## src/rtl/cs_measure_engine.sv

```systemverilog
// ---------------------------------------------------------------------------
// cs_measure_engine
//
// Produces the compressed-sensing measurements y[r] = sum_k x[idx(r,k)].
// On start it reads the signal length N from the top of the sparse index ROM
// and then walks the M*K column indices. Each index is used to fetch a sample
// from the sample buffer, and the K samples of every row are summed. The ROM
// read, the sample read and the accumulate are pipelined, so one index is
// retired per clock once the pipe has filled.
//
// Ports:
//   clk        in   system clock, rising edge
//   rst_n      in   asynchronous active-low reset
//   start      in   single-cycle run request, only honoured while idle
//   busy       out  high from the cycle after start is accepted until done
//   done       out  one-cycle pulse together with the last meas_valid
//   rom_addr   out  index-ROM address (registered)
//   rom_q      in   index-ROM data, one cycle after rom_addr
//   smp_addr   out  sample-buffer address (registered)
//   smp_q      in   sample data, one cycle after smp_addr
//   meas_valid out  one-cycle strobe per finished row
//   meas_idx   out  row number of the current measurement
//   meas_data  out  signed sum of the K samples of that row
//   idx_err    out  sticky flag: an index >= N was seen during the run
// ---------------------------------------------------------------------------
module cs_measure_engine #(
  parameter int M   = 48,
  parameter int K   = 8,
  parameter int SW  = 12,
  parameter int AW  = 10,
  parameter int XAW = 7
) (
  input  logic                        clk,
  input  logic                        rst_n,
  input  logic                        start,
  output logic                        busy,
  output logic                        done,
  output logic [AW-1:0]               rom_addr,
  input  logic [7:0]                  rom_q,
  output logic [XAW-1:0]              smp_addr,
  input  logic [SW-1:0]               smp_q,
  output logic                        meas_valid,
  output logic [$clog2(M)-1:0]        meas_idx,
  output logic [SW+$clog2(K)-1:0]     meas_data,
  output logic                        idx_err
);

  localparam int KW    = (K > 1) ? $clog2(K) : 1;
  localparam int RW    = $clog2(M);
  localparam int MDW   = SW + $clog2(K);
  localparam int TOTAL = M * K;
  localparam int JW    = $clog2(TOTAL + 1);

  localparam logic [AW-1:0] HDR_ADDR = AW'(TOTAL);
  localparam logic [JW-1:0] J_TOTAL  = JW'(TOTAL);
  localparam logic [KW-1:0] K_LAST   = KW'(K - 1);
  localparam logic [RW-1:0] ROW_LAST = RW'(M - 1);

  typedef enum logic {S_IDLE, S_RUN} state_t;

  state_t r_state;
  state_t w_nextState;

  logic            w_accept;
  logic            w_fetch;
  logic            w_lastAcc;

  logic [JW-1:0]   r_fetchIdx;
  logic            r_hdrIssued;
  logic            r_hdrQValid;
  logic            r_romValid;
  logic            r_romQValid;
  logic            r_smpValid;
  logic            r_inRange1;
  logic            r_sampleValid;
  logic            r_inRange2;
  logic [7:0]      r_nLen;
  logic [KW-1:0]   r_kCnt;
  logic [RW-1:0]   r_rowCnt;
  logic signed [MDW-1:0] r_acc;

  logic signed [MDW-1:0] w_term;
  logic signed [MDW-1:0] w_sum;

  // Out-of-range indices still flow through the pipe but contribute zero,
  // so the row timing never depends on the data.
  assign w_term = r_inRange2 ? {{(MDW-SW){smp_q[SW-1]}}, smp_q} : '0;
  assign w_sum  = (r_kCnt == '0) ? w_term : r_acc + w_term;

  // The run ends on the accumulate of the very last index of the last row.
  assign w_lastAcc = r_sampleValid && (r_kCnt == K_LAST) && (r_rowCnt == ROW_LAST);

  // State register.
  always_ff @(posedge clk or negedge rst_n) begin
    if (!rst_n) begin
      r_state <= S_IDLE;
    end else begin
      r_state <= w_nextState;
    end
  end

  // Next-state logic: there is no wait state, the pipeline drains inside RUN.
  always_comb begin
    w_nextState = r_state;
    case (r_state)
      S_IDLE:  if (start)     w_nextState = S_RUN;
      S_RUN:   if (w_lastAcc) w_nextState = S_IDLE;
      default:                w_nextState = S_IDLE;
    endcase
  end

  // FSM decodes: start is only taken in IDLE, index fetches only run in RUN.
  always_comb begin
    w_accept = 1'b0;
    w_fetch  = 1'b0;
    case (r_state)
      S_IDLE:  w_accept = start;
      S_RUN:   w_fetch  = (r_fetchIdx < J_TOTAL);
      default: ;
    endcase
  end

  // Datapath. Each pipeline stage carries a valid bit:
  //   fetch (rom_addr)  -> ROM data valid -> smp_addr + range check
  //   -> sample data valid -> accumulate.
  // The header word (N) follows the same one-cycle ROM latency on its own
  // flag, which lands it in r_nLen one cycle before the first range check.
  always_ff @(posedge clk or negedge rst_n) begin
    if (!rst_n) begin
      busy          <= 1'b0;
      done          <= 1'b0;
      rom_addr      <= '0;
      smp_addr      <= '0;
      meas_valid    <= 1'b0;
      meas_idx      <= '0;
      meas_data     <= '0;
      idx_err       <= 1'b0;
      r_fetchIdx    <= '0;
      r_hdrIssued   <= 1'b0;
      r_hdrQValid   <= 1'b0;
      r_romValid    <= 1'b0;
      r_romQValid   <= 1'b0;
      r_smpValid    <= 1'b0;
      r_inRange1    <= 1'b0;
      r_sampleValid <= 1'b0;
      r_inRange2    <= 1'b0;
      r_nLen        <= '0;
      r_kCnt        <= '0;
      r_rowCnt      <= '0;
      r_acc         <= '0;
    end else begin
      meas_valid    <= 1'b0;
      done          <= 1'b0;
      r_hdrIssued   <= 1'b0;
      r_hdrQValid   <= r_hdrIssued;
      r_romQValid   <= r_romValid;
      r_sampleValid <= r_smpValid;
      r_inRange2    <= r_inRange1;

      if (w_accept) begin
        rom_addr    <= HDR_ADDR;
        busy        <= 1'b1;
        idx_err     <= 1'b0;
        r_fetchIdx  <= '0;
        r_hdrIssued <= 1'b1;
        r_romValid  <= 1'b0;
        r_kCnt      <= '0;
        r_rowCnt    <= '0;
      end else if (w_fetch) begin
        rom_addr   <= AW'(r_fetchIdx);
        r_fetchIdx <= r_fetchIdx + JW'(1);
        r_romValid <= 1'b1;
      end else begin
        r_romValid <= 1'b0;
      end

      if (r_hdrQValid) begin
        r_nLen <= rom_q;
      end

      if (r_romQValid) begin
        smp_addr   <= rom_q[XAW-1:0];
        r_inRange1 <= (rom_q < r_nLen);
        r_smpValid <= 1'b1;
      end else begin
        r_smpValid <= 1'b0;
      end

      if (r_sampleValid) begin
        r_acc <= w_sum;
        if (!r_inRange2) begin
          idx_err <= 1'b1;
        end
        if (r_kCnt == K_LAST) begin
          r_kCnt     <= '0;
          r_rowCnt   <= r_rowCnt + RW'(1);
          meas_valid <= 1'b1;
          meas_idx   <= r_rowCnt;
          meas_data  <= w_sum;
        end else begin
          r_kCnt <= r_kCnt + KW'(1);
        end
      end

      if (w_lastAcc) begin
        done <= 1'b1;
        busy <= 1'b0;
      end
    end
  end

endmodule

```

## config.mk

```make
export PLATFORM = sky130hd
export DESIGN_NAME = cs_measure_engine
export DESIGN_NICKNAME = d
export VERILOG_FILES = /design/src/rtl/cs_measure_engine.sv
export SDC_FILE = /design/constraint.sdc
export NUM_CORES = 1
export LEC_CHECK = 0
export ABC_AREA = 1
export CORE_MARGIN = 1.5
export CORE_UTILIZATION = 45
export CTS_BUF_LIST = sky130_fd_sc_hd__clkbuf_4 sky130_fd_sc_hd__clkbuf_8 sky130_fd_sc_hd__clkbuf_16
export DETAILED_ROUTE_END_ITERATION = 16
export PLACE_DENSITY = 0.7
export SLEW_MARGIN = 10
export SYNTH_ARGS = -nofsm -noshare
export SYNTH_HDL_FRONTEND = slang
export SYNTH_SLANG_ARGS = --single-unit
```

## constraint.sdc

```tcl
create_clock -name clk -period 6.8 [get_ports clk]
set_clock_uncertainty 0.05 [all_clocks]
set_input_delay 0.68 -clock clk [delete_from_list [all_inputs] [get_ports clk]]
set_output_delay 0.68 -clock clk [all_outputs]
set_load 0.02 [all_outputs]
```

Yosys cells after proc, flatten, opt, wreduce, memory -nomap -nowiden
Cells that the tools add are included.

Register bits: 92.

Equal/unequal tests: 2. Add/sub/neg operators: 4. Order comparisons: 2. Bitwise gates (word level): 1. Reduce and logical (&&, ||, !) cells: 7. Muxes and demuxes: 29.

Operators by type and width (number): $mux 15 (2); $mux 10 (2); $mux 6 (3); $mux 9 (2); $mux 1 (16); $add 15x15->15 (1); $add 9x1->9 const B (1); $lt 9x9->1 const B (1); $mux 3 (3); $lt 8x8->1 (1); $add 6x1->6 const B (1); $eq 6x6->1 const B (1); $reduce_bool 2->1 (3); $add 3x1->3 const B (1); $eq 3x3->1 const B (1); $logic_not 3->1 (1); $logic_and 1x1->1 (2); $pmux 1 s2 (1); $reduce_and 2->1 (1); $not 1->1 (1).

Longest topological paths before layout
Depth in word-level cells: 5. Gate-level depth with buffers: 16. Mapped depth without buffers: 15.

Worst setup path before layout
OpenSTA, ideal clock, no wires.

Kind: input -> register. Start: input port smp_q[0]. End: register meas_data[8]. Path slack: 4619 ps. Required time: 6685 ps. Library setup time: 65 ps. Arrival time: 2066 ps. Stages: 13. Cells stage by stage: nand2_1 > inv_1 > ha_1 > inv_1 > fa_1 > inv_1 > nand3_1 > nand3_1 > a21oi_1 > or2_1 > nand3_2 > nand3_1 > nand2_1.

Cells in the longest elaborated chain, start to end: 3.

RTL lines: from (decl) (RTL line 41) `input logic [SW-1:0] smp_q,`; $mux 15 (RTL line 87) `assign w_term = r_inRange2 ? {{(MDW-SW){smp_q[SW-1]}}, smp_q} : '0;`; $add 15x15->15 (RTL line 88) `assign w_sum = (r_kCnt == '0) ? w_term : r_acc + w_term;`; $mux 15 (RTL line 88); to (signal assigned) (RTL line 199) `meas_data <= w_sum;`; to (decl) (RTL line 44) `output logic [SW+$clog2(K)-1:0] meas_data,`.

No other way between the ends. A chain may end at the register's enable or synchronous reset.

Worst setup path after layout
Start: register r_sampleValid. End: register r_state.

Cells in the longest elaborated chain, start to end: 4.

RTL lines: from (decl) (RTL line 75) `logic r_sampleValid;`; from (signal assigned) (RTL line 157) `r_sampleValid <= r_smpValid;`; $logic_and 1x1->1 (2 in a row) (RTL line 91) `assign w_lastAcc = r_sampleValid && (r_kCnt == K_LAST) && (r_rowCnt == ROW_LAST);`; via w_lastAcc (RTL line 66) `logic w_lastAcc;`; $mux 1 (RTL line 107) `S_RUN: if (w_lastAcc) w_nextState = S_IDLE;`; $pmux 1 s2 (RTL line 105) `case (r_state)`; via w_nextState (RTL line 62) `state_t w_nextState;`; to (signal assigned) (RTL line 98) `r_state <= w_nextState;`; to (decl) (RTL line 61) `state_t r_state;`.

The timed path passes the listed nets, and every way through them passes these cells.

==> reports/metrics.csv <==
stage;metric;value;unit
global_route;antenna_found_initial;0;
logic_synthesis;synthCells;596;
place;place.gp.congestion;0.867;
logic_synthesis;synthFlopType;dfrtp_1;
power;power;0.00180;W
finish;drive_gt1_share;5.16;%
power;vdd_drop_max;147;uV
logic_synthesis;synth_seq_cells;91;
timing;tightest_slew;1.02;ns
setup_path;critPathKind;reg2reg;
global_route;grt_max_degree;52;
floorplanning;pin_count;65;
clock_network;cts_buffer_depth;2;
timing;setup_viol;0;
setup_path;r2r_start;r_sampleValid;
clock_network;root_buffer;clkbuf_8;
logic_synthesis;synth_cell_type_count;35;
floorplanning;rows;37;
power;switchingPower;0.000685;W
floorplanning;initial_core_util;46.3;%
detailed_routing;vias;3977;
detailed_routing;viasPerCell;5.00;
finish;fin_nets;704;
global_route;grt_pass1_wl;17.9;mm
timing;maxSlewHeadroom;32.1;%
logic_synthesis;syn_area;0.00476;mm^2
logic_synthesis;syn_avg_cell_area;7.99;um^2
setup_path;path_depth;5;
setup_path;path_cells;nand2_1, inv_1, nand2_1, nor3_2, o21ai_0;
timing;slew_viol_final;0;
detailed_routing;drt-initial-drc-count;176;
finish;fill_cells;954;
clock_network;worstSkewPairLatency;0.36;ns
power;comb_power_share;40.2;%
setup_path;timing.critical_path.buf_inv;1;
outcome;status;finished clean;
logic_synthesis;synth_fp_nets;646;
floorplanning;core-area;0.0103;mm^2
place;io_buffers;63;
timing;period_share;44.8;%
detailed_routing;route.detailed.drc;0;
power;swShare;38.0;%
setup_path;reg2reg_depth;5;
setup_path;crit_top_cell;nand2_1;
finish;final_util;55.2;%
setup_path;r2r_slack;3.75;ns
clock_network;cts_sinks;91;
detailed_routing;finalWirelength;10.2;mm
floorplanning;die_h;106;um
detailed_routing;dr.pass1.iters;5;
job;drv_cap;0;
timing;min_period;3.05;ns
clock_network;clkTransAtPathRegs;0.10;ns
timing;setup_slack;3.75;ns
setup_path;cpLargestDelayFamily;simple AND/OR/NAND/NOR gates;
floorplanning;die_w;106;um
logic_synthesis;yosysWarnings;0;
finish;mostFrequentLayoutCell;nand2_1;
finish;syn2layout_area_growth;19.2;%
logic_synthesis;async_flop_share;100;%
finish;antennaDiodeCount;0;
power;power_density;317;mW/mm^2
timing;fmax;328;MHz
clock_network;h-tree-depth;3;
detailed_routing;ant_nets;0;
clock_network;tritoncts;yes;
place;pre_cts_ws;3.76;ns
power;clockPowerShare;21.5;%
global_route;grt_pass1_vias;4024;
setup_path;rr_endpoint;r_state;
clock_network;ctsResizeCount;0;
setup_path;cp.arrival;3.22;ns
place;dp_hpwl;7.29;mm
logic_synthesis;synth_edf_count;0;
global_route;overflow;0;
timing;rsz0062_at_grt;no;
setup_path;slowest_stage;inv_1;
floorplanning;dieArea;0.0112;mm^2
clock_network;post_cts_buffers;0;
detailed_routing;wire_per_inst;12.9;um
global_route;grtUsageTotal;19.9;%
power;leakagePower;2.96;nW
clock_network;cts_buffers;9;
power;internal-power;0.00112;W
setup_path;crit_path_max_incr_delay;0.85;ns
setup_path;cp-end-kind;flop;
setup_path;path_max_fanout;30;
setup_path;cp.required;6.97;ns
timing;finalHoldViolCount;0;
finish;layout_common_cells;nand2_1 (202), dfrtp_1 (91), inv_1 (87);
clock_network;cts_hold_buf;0;
logic_synthesis;seq_area_frac_synth;47.8;%
power;seqPwrFrac;38.3;%
hold_path;hp-class;in2async;
setup_path;cp-start-kind;flop;
timing;fin_tns_setup;0;ns
synth_stat cells, types with 2 or more instances:
cell type	count	area share, %
clkbuf_1	6	0.47
buf_4	2	0.32
and2_1	2	0.26
buf_6	3	0.71
buf_2	5	0.53
nand2_1	202	16
xor2_1	4	0.74
ha_1	26	6.8
nor2_1	21	1.7
nor4_1	2	0.26
dfrtp_1	91	48
a21oi_1	20	2.1
o21ai_0	47	4.9
mux2_2	7	1.7
nor2_2	2	0.26
nand3_1	42	4.4
nand3_2	2	0.42
inv_1	87	6.9
xnor2_1	2	0.37
nand2_2	2	0.26
nand4_1	7	0.92
layout make-up:
class,instances,area [um^2],area share [%]
well taps,136,170,3.00
inverters,87,327,5.76
clock inverters,6,71.3,1.26
clock buffers,10,138,2.43
flip-flops and latches,91,2280,40.1
multi-input cells,401,2060,36.2
repair buffers,64,636,11.2
how the worst max path moves through the flow:
stage | slack [ns] | to | from
after floorplan | 4.62 | meas_data[8] | smp_q[0]
after global placement | 3.90 | meas_data[12] | smp_q[0]
after detailed placement | 3.76 | r_state | r_sampleValid
after CTS | 3.78 | r_state | r_sampleValid
after global routing | 3.48 | r_state | r_sampleValid
final | 3.75 | r_state | r_sampleValid
stage by stage:
stage                     hold WS, ns  cells  instance area [um^2]
after global routing            0.265    795                  5670
after floorplan                 0.281    596                  4760
final                           0.223    795                  5670
after detailed placement        0.285    779                  5470
after CTS                       0.234    795                  5670
after global placement          0.284    779                  5470
power by group through the flow:
stage / Clock, W / Combinational (W) / Sequential [W]
after floorplan: 0 / 0.000451 / 0.000747
after detailed placement: 0 / 0.000722 / 0.000699
final: 0.000388 / 0.000724 / 0.000689
after global placement: 0 / 0.000710 / 0.000697
after CTS: 0.000396 / 0.000724 / 0.000691
after global routing: 0.000415 / 0.000831 / 0.000702
logic make-up after synthesis:
group,Yosys count,share of synthesized area [%]
adders and majority gates,27,7.25
and+or+nand+nor,286,25.0
buffers and inverters,104,8.99
xor gates and xnor gates,6,1.10
other,1,0.0788
muxes,7,1.66
AOI/OAI and AO/OA,74,8.12
DFF,91,47.8
sequential cells by signal, indices dropped and copies added (netlist names), 3 cells and up:
name and flops:
r_kCnt 3, smp_addr 7, meas_data 15, r_nLen 8
r_acc 15, r_fetchIdx 9, meas_idx 6, r_rowCnt 6
rom_addr 9
per-layer routing:
metal  track usage [%]  vias up  wire length [um]
li1                  -     1991                 -
met1              25.1     1870              4550
met2              33.6      100              5060
met3              3.90       16               490
met4              8.11        0               127
met5                 0        -                 0
(Power assumes the default switching activity.)
